`src/rtl/ahb_apb_pkg.sv`:
```
// Shared definitions for the AHB-Lite to APB4 bridge.
// Holds the AHB transfer/response encodings, the bridge FSM state type and the
// byte-strobe generator used when a write is launched onto APB.
package ahb_apb_pkg;

  localparam logic [1:0] HTRANS_IDLE   = 2'b00;
  localparam logic [1:0] HTRANS_BUSY   = 2'b01;
  localparam logic [1:0] HTRANS_NONSEQ = 2'b10;
  localparam logic [1:0] HTRANS_SEQ    = 2'b11;

  localparam logic [1:0] HRESP_OKAY  = 2'b00;
  localparam logic [1:0] HRESP_ERROR = 2'b01;

  typedef enum logic [2:0] {
    ST_IDLE   = 3'd0,
    ST_LATCH  = 3'd1,
    ST_SETUP  = 3'd2,
    ST_ACCESS = 3'd3,
    ST_ERR1   = 3'd4,
    ST_ERR2   = 3'd5
  } bridge_state_e;

  // Only NONSEQ and SEQ carry a real transfer; IDLE and BUSY are answered OKAY.
  function automatic logic htrans_active(input logic [1:0] htrans);
    logic act;
    case (htrans)
      HTRANS_NONSEQ, HTRANS_SEQ: act = 1'b1;
      HTRANS_IDLE, HTRANS_BUSY:  act = 1'b0;
      default:                   act = 1'b0;
    endcase
    return act;
  endfunction

  // Byte lanes [addr_lo +: 2**size], sized for the widest (64-bit) bus.
  function automatic logic [7:0] strb_gen(input logic [2:0] size, input logic [2:0] addr_lo);
    logic [7:0] mask;
    case (size)
      3'd0:    mask = 8'h01;
      3'd1:    mask = 8'h03;
      3'd2:    mask = 8'h0F;
      default: mask = 8'hFF;
    endcase
    return mask << addr_lo;
  endfunction

endpackage

```
`src/rtl/ahb_apb_decoder.sv`:
```
// Combinational address decoder for the bridge.
// Ports: addr/size  - AHB address and transfer size of the candidate transfer
//        sel_c      - one-hot slave select (all zero when invalid)
//        valid_c    - base region hit, slave index in range, size fits the bus
//                     and address aligned to the size
module ahb_apb_decoder
  import ahb_apb_pkg::*;
#(
  parameter int unsigned             ADDR_W    = 32,
  parameter int unsigned             DATA_W    = 32,
  parameter int unsigned             NSLV      = 4,
  parameter int unsigned             REGION_W  = 12,
  parameter logic [ADDR_W-1:0]       BASE_ADDR = ADDR_W'(32'h8000_0000)
) (
  input  logic [ADDR_W-1:0] addr,
  input  logic [2:0]        size,
  output logic [NSLV-1:0]   sel_c,
  output logic              valid_c
);

  localparam int unsigned IDX_W   = $clog2(NSLV);
  localparam int unsigned TAG_LSB = REGION_W + IDX_W;

  logic [ADDR_W-1:0] idx_full;
  logic [ADDR_W-1:0] tag;
  logic [ADDR_W-1:0] base_tag;
  logic [ADDR_W-1:0] align_mask;
  logic              base_hit;
  logic              idx_ok;
  logic              size_ok;
  logic              aligned;

  // Shifts instead of part-selects so NSLV=1 (zero index bits) stays legal.
  always_comb begin
    idx_full   = (addr >> REGION_W) & ADDR_W'((64'd1 << IDX_W) - 64'd1);
    tag        = addr >> TAG_LSB;
    base_tag   = BASE_ADDR >> TAG_LSB;
    base_hit   = (tag == base_tag);
    idx_ok     = (idx_full < ADDR_W'(NSLV));
    size_ok    = ((32'd8 << size) <= DATA_W);
    align_mask = ADDR_W'((32'd1 << size) - 32'd1);
    aligned    = ((addr & align_mask) == '0);
    valid_c    = base_hit && idx_ok && size_ok && aligned;
    sel_c      = '0;
    if (valid_c) begin
      sel_c = NSLV'(1) << idx_full;
    end
  end

endmodule

```
`src/rtl/ahb_apb_bridge_p.sv`:
```
// Parametrised AHB-Lite slave to APB4 master bridge.
// AHB side: Hwrite/Hreadyin/Htrans/Haddr/Hwdata/Hsize/Hburst in,
//           Hreadyout/Hresp/Hrdata out (ERROR uses the two-cycle response).
// APB side: Psel (one-hot)/Penable/Pwrite/Paddr/Pwdata/Pstrb out,
//           Prdata/Pready/Pslverr in. Optional ACCESS-phase timeout.
// clk is shared by both buses; Hrstn is an asynchronous active-low reset.
module ahb_apb_bridge_p
  import ahb_apb_pkg::*;
#(
  parameter int unsigned       ADDR_W    = 32,
  parameter int unsigned       DATA_W    = 32,
  parameter int unsigned       NSLV      = 4,
  parameter int unsigned       REGION_W  = 12,
  parameter logic [ADDR_W-1:0] BASE_ADDR = ADDR_W'(32'h8000_0000),
  parameter int unsigned       TIMEOUT   = 16
) (
  input  logic                clk,
  input  logic                Hrstn,
  input  logic                Hwrite,
  input  logic                Hreadyin,
  input  logic [1:0]          Htrans,
  input  logic [ADDR_W-1:0]   Haddr,
  input  logic [DATA_W-1:0]   Hwdata,
  input  logic [2:0]          Hsize,
  input  logic [2:0]          Hburst,
  output logic                Hreadyout,
  output logic [1:0]          Hresp,
  output logic [DATA_W-1:0]   Hrdata,
  output logic [NSLV-1:0]     Psel,
  output logic                Penable,
  output logic                Pwrite,
  output logic [ADDR_W-1:0]   Paddr,
  output logic [DATA_W-1:0]   Pwdata,
  output logic [DATA_W/8-1:0] Pstrb,
  input  logic [DATA_W-1:0]   Prdata,
  input  logic                Pready,
  input  logic                Pslverr
);

  localparam int unsigned STRB_W  = DATA_W / 8;
  localparam int unsigned LO_W    = $clog2(STRB_W);
  localparam int unsigned CNT_W   = (TIMEOUT > 1) ? $clog2(TIMEOUT) : 1;
  localparam int unsigned TO_LAST = (TIMEOUT > 0) ? TIMEOUT - 1 : 0;

  bridge_state_e     state_q;
  bridge_state_e     state_d;
  logic [NSLV-1:0]   sel_q;
  logic [2:0]        hsize_q;
  logic [CNT_W-1:0]  cnt_q;
  logic [NSLV-1:0]   dec_sel_c;
  logic              dec_valid_c;
  logic              capture_c;
  logic              can_capture_c;
  logic              unused_hburst;

  // Bursts are split into independent singles, so the burst type is ignored.
  assign unused_hburst = ^Hburst;

  ahb_apb_decoder #(
    .ADDR_W    (ADDR_W),
    .DATA_W    (DATA_W),
    .NSLV      (NSLV),
    .REGION_W  (REGION_W),
    .BASE_ADDR (BASE_ADDR)
  ) u_dec (
    .addr    (Haddr),
    .size    (Hsize),
    .sel_c   (dec_sel_c),
    .valid_c (dec_valid_c)
  );

  assign can_capture_c = (state_q == ST_IDLE) || (state_q == ST_ERR2);
  assign capture_c     = can_capture_c && Hreadyin && htrans_active(Htrans);

  // Next-state logic.
  always_comb begin
    state_d = state_q;
    case (state_q)
      ST_IDLE, ST_ERR2: begin
        if (capture_c) begin
          state_d = dec_valid_c ? ST_LATCH : ST_ERR1;
        end else begin
          state_d = ST_IDLE;
        end
      end
      ST_LATCH:  state_d = ST_SETUP;
      ST_SETUP:  state_d = ST_ACCESS;
      ST_ACCESS: begin
        if (Pready) begin
          state_d = Pslverr ? ST_ERR1 : ST_IDLE;
        end else if ((TIMEOUT != 0) && (cnt_q == CNT_W'(TO_LAST))) begin
          state_d = ST_ERR1;
        end
      end
      ST_ERR1:   state_d = ST_ERR2;
      default:   state_d = ST_IDLE;
    endcase
  end

  // State register; bus outputs are registered from the next state so they
  // line up with the state they belong to.
  always_ff @(posedge clk or negedge Hrstn) begin
    if (!Hrstn) begin
      state_q   <= ST_IDLE;
      sel_q     <= '0;
      hsize_q   <= '0;
      cnt_q     <= '0;
      Hreadyout <= 1'b1;
      Hresp     <= HRESP_OKAY;
      Hrdata    <= '0;
      Psel      <= '0;
      Penable   <= 1'b0;
      Pwrite    <= 1'b0;
      Paddr     <= '0;
      Pwdata    <= '0;
      Pstrb     <= '0;
    end else begin
      state_q   <= state_d;
      Hreadyout <= (state_d == ST_IDLE) || (state_d == ST_ERR2);
      Hresp     <= ((state_d == ST_ERR1) || (state_d == ST_ERR2)) ? HRESP_ERROR : HRESP_OKAY;
      Psel      <= ((state_d == ST_SETUP) || (state_d == ST_ACCESS)) ? sel_q : '0;
      Penable   <= (state_d == ST_ACCESS);

      // Address phase: Paddr doubles as the captured AHB address.
      if (capture_c) begin
        Paddr   <= Haddr;
        Pwrite  <= Hwrite;
        hsize_q <= Hsize;
        sel_q   <= dec_sel_c;
      end

      // Data phase: write data is only valid on the bus during LATCH.
      if (state_q == ST_LATCH) begin
        if (Pwrite) begin
          Pwdata <= Hwdata;
          Pstrb  <= STRB_W'(strb_gen(hsize_q, 3'(Paddr[LO_W-1:0])));
        end else begin
          Pstrb  <= '0;
        end
      end

      if (state_d == ST_SETUP) begin
        cnt_q <= '0;
      end else if (state_q == ST_ACCESS) begin
        cnt_q <= cnt_q + CNT_W'(1);
      end

      if ((state_q == ST_ACCESS) && Pready && !Pslverr && !Pwrite) begin
        Hrdata <= Prdata;
      end
    end
  end

endmodule

```
`config.mk`:
```
export PLATFORM = sky130hd
export DESIGN_NAME = ahb_apb_bridge_p
export DESIGN_NICKNAME = d
export VERILOG_FILES = /design/src/rtl/ahb_apb_pkg.sv /design/src/rtl/ahb_apb_decoder.sv /design/src/rtl/ahb_apb_bridge_p.sv
export SDC_FILE = /design/constraint.sdc
export NUM_CORES = 1
export LEC_CHECK = 0
export CAP_MARGIN = 20
export CORE_MARGIN = 3
export CORE_UTILIZATION = 35
export CTS_CLUSTER_SIZE = 12
export DETAILED_ROUTE_END_ITERATION = 8
export PLACE_DENSITY = 0.73
export SLEW_MARGIN = 25
export SYNTH_ARGS = -nofsm -noshare
export SYNTH_HDL_FRONTEND = slang
export SYNTH_SLANG_ARGS = --single-unit
```
`constraint.sdc`:
```
create_clock -name clk -period 2.05 [get_ports clk]
set_input_delay 0.5125 -clock clk [delete_from_list [all_inputs] [get_ports clk]]
set_output_delay 0.5125 -clock clk [all_outputs]
set_load 0.05 [all_outputs]
```
==> reports/results.ini, run 1 <==
[status]
outcome = completed

[critical_path]
slowest_delay_ps = 430
worstReg2RegStart = state_q[0]
timing.rr.end = Hrdata[11]
crit_arrival_ps = 2250
end_kind = register
critPathLaunch = Haddr[6]
worst-r2r-setup-slack_ps = 340
critPathRequiredTime_ps = 2340
crit_buf_inv = 1
crit_family = compound AO/OA/AOI/OAI gates
reg2reg_depth = 5
cp.depth = 6
crit_fanout = 6
critical_path_class = in -> reg
path_cells = clkdlybuf4s50_1 -> mux2_2 -> a32o_1 -> nor4_2 -> nand3_2 -> a221o_1
endpoint = Hresp[0]
cp_slowest_cell = clkdlybuf4s50_1
worstSetupStartpointType = input port

[cts]
path_clk_slew_ps = 50
clock-sinks = 122
cts_tree = done
h-tree-depth = 4
cts_buffers = 17
root_buffer = clkbuf_16
clkLatencyLatePin_ps = 410
clockBufferDepth = 2

[floorplanning]
io_pins = 219
fp-row-count = 42
core_mm2 = 0.01351
die_area_mm2 = 0.01558
dieWidth_um = 124.8
start_util_pct = 36.59
die_height_um = 124.8

[placed_design]
hpwlAfterDp_mm = 10.25
post-place-ws_ps = -696.8
numPortBuffers = 213
gp_congestion = 0.7690

[routing]
drtAntennaViolNets = 0
first_pass_iters = 4
wire_per_inst_um = 16.03
vias = 4009
drt_iter0_drc = 211
wirelength_mm = 13.50
viasPerCell = 4.761
drcViolationCount = 0

[synth]
netlist_top_cells_count = 121 x dfrtp_1, 118 x nand2_1, 65 x mux2_2
ys_seq_area_share_pct = 61.80
synth_seq_cells = 122
ys_top_cells_by_area = dfrtp_1 61%, mux2_2 15%, nand2_1 9.0%, clkbuf_1 1.1%, o21ai_0 1.1%
syn_inst = 417
synthAdderAreaFrac_pct = 0.7595
synth_top_family_by_area = multiplexers
yosysMostFrequentCell = dfrtp_1
synth_top_cell_by_area = dfrtp_1
ys_types = 48
synthMuxAreaShare_pct = 15.01
yosys.area_share.simple_pct = 14.86
synth_nets = 530
synth_compound_area_share_pct = 4.405
ys.flop_type = dfrtp_1
synth_edf_count = 0
synth_top_area_share_pct = 61.27
avgSynthCellArea_um2 = 11.85
synthXorXnorAreaFrac_pct = 0.5316
syn-cell-area_mm2 = 0.004942
synth-async-reset-ratio_pct = 100.0
synth_warnings = 0

[grt]
gr-total-overflow = 0
grt_pass1_wl_mm = 22.18
use_met3_pct = 6.990
first_global_vias = 4350
antenna_found_initial = 0
grt_max_degree = 40
grt_use_met2_pct = 27.35
grtUsageTotal_pct = 17.73
use_met1_pct = 22.15
top_usage_layer = met2

[sta]
setup_viol = 0
max_slew_margin_pct = 64.34
worst_slack_ps = 83.30
skew_ps = 7.639
slew_viol_final = 0
finalHoldViolCount = 0
fmax_mhz = 508.5
fin_crit_sh_pct = 95.94
min_period_ps = 1967
rsz0062_at_grt = no
worst_pin_slew_ps = 537.1

[power_and_ir_drop]
leakage_nw = 3.799
ir_worst_vdd_uv = 925.3
power_density_mw_per_mm2 = 1796
p_total_mw = 14.18

[cells_and_area]
layout-drive-gt1-share_pct = 25.83
area_growth_pct = 59.85
nNetsFinal = 767
num_antenna_cells = 0

[min_path]
hp-class = in -> async

[flow_run]
drv_cap = 0

-- routing by layer --
layer	part of all wire, %	wire length (µm)	up-vias
li1	-	-	1893
met1	43	5845	1899
met5	0	0	-
met2	45	6068	193
met4	2.6	346	0
met3	9.2	1235	24
-- worst min path at each step --
stage | start | slack [ps] | endpoint
global route | Hrstn | 50 | Pwdata[28]
global placement | Paddr[14] | 460 | Paddr[14]
CTS | Hrstn | 40 | Pwdata[28]
detailed placement | Paddr[3] | 460 | Paddr[3]
finish | Hrstn | 40 | Pwdata[28]
floorplan | Hrstn | 220 | Hrdata[0]
-- timing repair --
item | CTS | global route
hold buffers | 0 | 0
setup buffers | 1 | 1
pin swaps | 2 | 3
endpoints found under the setup margin | 79 | 7
resized for setup | 75 | 12
-- cell families after synthesis --
family                   count (synthesis)
AND/OR/NAND/NOR                        164
flip-flops                             122
multiplexers                            66
AO/OA/AOI/OAI                           31
buffers and inverters                   27
adder cells (fa/ha/maj)                  3
XOR/XNOR                                 3
other                                    1
-- layout make-up --
class / count / area, µm²
fillers: 1145 / 5605
multi-input cells: 268 / 1795
clock buffers: 23 / 478.0
inverters: 4 / 15.01
clock inverters: 8 / 117.6
repair buffers: 241 / 2220
flip-flops and latches: 122 / 3054
well taps: 176 / 220.2
-- worst reg2reg max path, cell delays in order, from the launching register on --
cell and delay [ps]:
dfrtp_1 490, nor2b_1 240, buf_4 160, nand4_1 150
buf_12 230, mux2_2 320
-- layout by cell type (no fill, tap or decap), types with 6 or more instances in the layout --
cell type and count:
dlygate4sd2_1 72, buf_12 6, buf_4 59, nor2_1 6
o21ai_0 9, mux2_2 65, nand3_1 7, dfrtp_1 121
clkdlybuf4s50_1 101, clkbuf_16 17, nand2_1 118
-- metrics by stage --
stage               std cells  TNS, ps  hold WS [ps]  instance area [µm²]  util [%]
floorplan                 417   -121.8         216.9                 4965         -
global placement          809    -3626         457.4                 7376     54.61
detailed placement        809    -4246         462.1                 7376     54.61
CTS                       841        0         36.86                 7885     58.38
global route              842        0         51.74                 7900     58.50
finish                    842        0         39.15                 7900     58.50
-- registers in the layout, indices dropped and copies added, names as in the netlist --
register,flops
Hrdata,32
state_q,3
sel_q,4
Penable,1
Paddr,32
cnt_q,4
Pstrb,4
Hresp,1
hsize_q,3
Psel,4
Pwdata,32
Hreadyout,1
Pwrite,1
-- report_power, final --
group          internal, mW  switching, mW  leakage [nW]  total, mW
Sequential             3.49          0.648          1.52       4.14
Clock                  1.99          0.999         0.293       2.99
Combinational          2.20           4.85          1.99       7.05
Total                  7.69           6.50          3.80       14.2
Note: power is estimated with default switching activity, not from simulation.
==> run 2, diff against run 1 <==
Settings changed: CELL_PAD_IN_SITES_DETAIL_PLACEMENT set to 1, CELL_PAD_IN_SITES_GLOBAL_PLACEMENT set to 1, CORE_UTILIZATION 35 to 32, PLACE_DENSITY 0.73 to 0.85.
==> run 2 against run 1 <==
Effect of this change: first-iteration DRC count shrank 33%; clock-buffer cell count shrank 2; power shrank 2.6%; clock skew grew 1.3 ps; non-clock buffer count shrank 1; largest power group unchanged; design area shrank 0.68%; combinational power is essentially flat; flip-flop and latch count is the same; utilization shrank 5.5 points.
==> reports/results.ini, run 2 (synthesized netlist as in run 1, its figures left out) <==
[cells_and_area]
final_cell_area_mm2 = 0.007846
area_growth_pct = 58.76
final_common_cell = dfrtp_1
stdcell_count = 848
nNetsFinal = 766
final_cell_mix = 121 x dfrtp_1, 118 x nand2_1, 98 x clkdlybuf4s50_1, 83 x dlygate4sd2_1, 64 x mux2_2
post-route-util_pct = 52.98
num_antenna_cells = 0
layout-drive-gt1-share_pct = 24.25
reg.largest.list = Hrdata: 32 flops, Paddr: 32 flops, Pwdata: 32 flops

[routing]
drt_iter0_drc = 141
wire_per_inst_um = 17.63
vias = 4057
drtAntennaViolNets = 0
viasPerCell = 4.784
wirelength_mm = 14.95
first_pass_iters = 4
drcViolationCount = 0

[floorplanning]
die_height_um = 130.3
fp-row-count = 44
dieWidth_um = 130.3
core_mm2 = 0.01481
start_util_pct = 33.37
io_pins = 219
die_area_mm2 = 0.01697

[grt]
antenna_found_initial = 0
first_global_vias = 4430
gr-total-overflow = 0
grt_pass1_wl_mm = 22.96
grt_max_degree = 46
grtUsageTotal_pct = 17.42

[sta]
setup_viol = 0
fin_crit_sh_pct = 95.42
finalHoldViolCount = 0
fmax_mhz = 511.2
skew_ps = 8.900
slew_viol_final = 0
max_slew_margin_pct = 64.90
rsz0062_at_grt = no
worst_slack_ps = 93.82
min_period_ps = 1956
worst_pin_slew_ps = 528.6

[cts]
path_clk_slew_ps = 50
clock-sinks = 122
cts_buffers = 17
clkLatencyLatePin_ps = 400
cts_tree = done
h-tree-depth = 4
root_buffer = clkbuf_16
clockBufferDepth = 2

[power_and_ir_drop]
leakage_nw = 3.806
ir_worst_vdd_uv = 781.0
p_total_mw = 13.82
power_density_mw_per_mm2 = 1761

[critical_path]
crit_fanout = 5
cp_slowest_cell = clkdlybuf4s50_1
critical_path_class = in -> reg
path_cells = clkdlybuf4s50_1 -> nor4_2 -> buf_4 -> nand4_1 -> a21oi_2 -> nand3_2 -> a221o_1
crit_arrival_ps = 2230
critPathRequiredTime_ps = 2320
slowest_delay_ps = 450
worstSetupStartpointType = input port
end_kind = register

[min_path]
hp-class = in -> async

[placed_design]
numPortBuffers = 213
gp_congestion = 0.7882
post-place-ws_ps = -657.7
hpwlAfterDp_mm = 11.28
dpl_cell_area_mm2 = 0.007413
placed_cells = 817

[flow_run]
drv_cap = 0

[status]
outcome = completed

==> run 2: changes by cell type in the layout (fill, tap and decap cells not counted), moves of 3 or more <==
| cell | change |
|---|---|
| buf_4 | -12 |
| bufinv_16 | -3 |
| clkdlybuf4s50_1 | -3 |
| clkinv_2 | +3 |
| dlygate4sd2_1 | +11 |
| dlymetal6s2s_1 | +3 |
==> run 2: routing by layer <==
metal / vias up / part of all wire (%) / global-route usage, %
li1: 1891 / - / -
met2: 143 / 50 / 29.90
met5: - / 0 / 0
met1: 2009 / 41 / 20.64
met3: 14 / 7.6 / 5.444
met4: 0 / 1.1 / 6.112
==> run 2: per-stage QoR <==
step	TNS, ps	hold WS (ps)
3_3_place_gp	-4539	459.6
3_5_place_dp	-4612	463.6
5_1_grt	0	52.32
2_1_floorplan	-121.8	216.9
6_report	0	47.39
4_1_cts	0	42.32
==> run 2: worst paths after layout <==
path                       startpoint          to  slack, ps  depth (start not counted)
setup / recovery            Haddr[19]  state_q[2]         90                          7
hold / removal                  Hrstn  Pwdata[14]         50                          1
setup reg to reg           state_q[2]  Hrdata[14]        350                          5
hold reg to reg             Paddr[11]   Paddr[11]        470                          2
max in group asynchronous       Hrstn   Paddr[20]       1390                          2
min in group clk            Haddr[21]   Paddr[21]        400                          3
==> run 2: cell type report <==
cell class,instances,area [µm²]
inverter,4,15.01
timing repair buffer,240,2233
multi-input combinational,268,1802
clock inverter,9,51.30
tap,184,230.2
fill,1580,6963
clock buffer,21,460.4
sequential,122,3054
==> run 2: where the power goes <==
group	internal, mW	total (mW)	switching [mW]
Sequential	3.50	4.17	0.677
Clock	1.58	2.58	1.00
Combinational	2.17	7.07	4.90
Total	7.24	13.8	6.58
==> run 2: worst max-delay path: cells and delay by family <==
| family | cells | cell delay [ps] |
|---|---|---|
| AO/OA/AOI/OAI | 2 | 530 |
| buffers and inverters | 2 | 610 |
| AND/OR/NAND/NOR | 3 | 590 |
==> run 2: what timing repair did <==
action                                  CTS  global route
hold buffers                              0             0
cloned                                    0             0
gates resized for setup                  86            15
pin swaps                                 2             4
setup buffers                             1             0
endpoints found under the setup margin   90             7
==> run 3, diff against run 2 <==
Settings changed: CORE_UTILIZATION 32 to 35, CTS_CLUSTER_DIAMETER set to 60, DONT_BUFFER_PORTS set to 1, PLACE_DENSITY 0.85 to 0.65.
==> run 3 against run 2 <==
Effect of this change: first-iteration DRC count shrank 28%; maximum frequency grew 5.4%; clock skew shrank 2.7 ps; register-to-register slack lost 160 ps; global-route usage shrank 2.0 points; the run now ends with negative hold slack left; largest cell class unchanged; utilization shrank 9.8 points.
==> reports/results.ini, run 3 (synthesized netlist as in run 1, its figures left out) <==
[grt]
first_global_vias = 3620
gr-total-overflow = 0
grt_max_degree = 123
grt_pass1_wl_mm = 19.06
grtUsageTotal_pct = 15.41
antenna_found_initial = 0

[cts]
cts_tree = done
clockBufferDepth = 2
root_buffer = clkbuf_16
clkLatencyLatePin_ps = 410
cts_setup_buffers = 0
path_clk_slew_ps = 50
cts_buffers = 17
clock-sinks = 122
h-tree-depth = 4
ctsResizeCount = 0

[sta]
skew_ps = 6.233
fmax_mhz = 538.6
fin_crit_sh_pct = 90.57
min_period_ps = 1857
slew_viol_final = 0
max_slew_margin_pct = 59.93
rsz0062_at_grt = no
finalHoldViolCount = 122
worst_pin_slew_ps = 601.0
setup_viol = 0
hold_slack_ps = -198.1

[critical_path]
crit_family = simple AND/OR/NAND/NOR gates
end_kind = register
worstReg2RegStart = state_q[0]
crit_arrival_ps = 2140
crit_fanout = 32
worstSetupStartpointType = register
path_cells = nor2b_1 -> nand2b_1 -> nor2_2 -> buf_12 -> mux2_2
slowest_delay_ps = 500
reg2reg_depth = 5
timing.rr.end = Pwdata[6]
critPathRequiredTime_ps = 2330
crit_buf_inv = 1
cp_slowest_cell = dfrtp_1
worst-r2r-setup-slack_ps = 190
critical_path_class = reg -> reg

[routing]
vias = 3154
viasPerCell = 5.120
drtAntennaViolNets = 0
wire_per_inst_um = 18.98
wirelength_mm = 11.69
drcViolationCount = 0
first_pass_iters = 4
drt_iter0_drc = 101

[floorplanning]
die_area_mm2 = 0.01558
core_mm2 = 0.01351
die_height_um = 124.8
fp-row-count = 42
start_util_pct = 36.59
io_pins = 219
dieWidth_um = 124.8

[cells_and_area]
multi_input_area_mm2 = 0.001777
final_common_cell = dfrtp_1
nNetsFinal = 541
num_antenna_cells = 0
seq_area_mm2 = 0.003054
area_growth_pct = 18.10
final_cell_mix = 121 x dfrtp_1, 118 x nand2_1, 65 x mux2_2, 17 x clkbuf_16, 13 x buf_4
fillers = 1432
reg.largest.list = Hrdata: 32 flops, Paddr: 32 flops, Pwdata: 32 flops
layout-drive-gt1-share_pct = 26.82

[status]
violations = negative hold slack
outcome = finished, violations left

[placed_design]
gp_congestion = 0.7329
numPortBuffers = 0
hpwlAfterDp_mm = 8.602

[min_path]
hp-class = in -> async

[flow_run]
drv_cap = 0

-- run 3: per-layer routing --
layer	track usage [%]	routed length (µm)
met1	17.55	4595
met2	24.97	5532
met3	7.976	1382
met4	5.357	183
met5	0	0
-- run 3: worst max path at each step --
stage / start / to / depth (start not counted)
after floorplan: Hsize[0] / Hresp[0] / 8
after global placement: Hsize[0] / Hresp[0] / 7
after detailed placement: Hsize[0] / Hresp[0] / 7
after CTS: state_q[0] / sel_q[3] / 5
after global routing: state_q[0] / Pwdata[13] / 5
final: state_q[0] / Pwdata[6] / 5
-- run 3: cell type report --
cell class | instances | area share (%)
flip-flops and latches | 122 | 52.33
repair buffers | 15 | 2.358
well taps | 176 | 3.773
clock inverters | 6 | 1.844
inverters | 4 | 0.2572
multi-input cells | 268 | 30.44
clock buffers | 25 | 9.003
-- run 3: stage by stage --
step           utilization, %  worst slack [ps]  setup TNS (ps)  std cells  cell area [µm²]
4_1_cts                 43.22             177.5               0        616             5837
6_report                43.22             193.3               0        616             5837
5_1_grt                 43.22             2.936               0        616             5837
3_3_place_gp            38.53            -43.52          -79.34        585             5204
3_5_place_dp            38.53            -74.16          -309.8        585             5204
2_1_floorplan               -            -60.92          -121.8        417             4965
Power of run 3 is left out: the tool's default activity adds up to more than one toggle a clock period on the data nets, which glitch-free logic cannot reach.
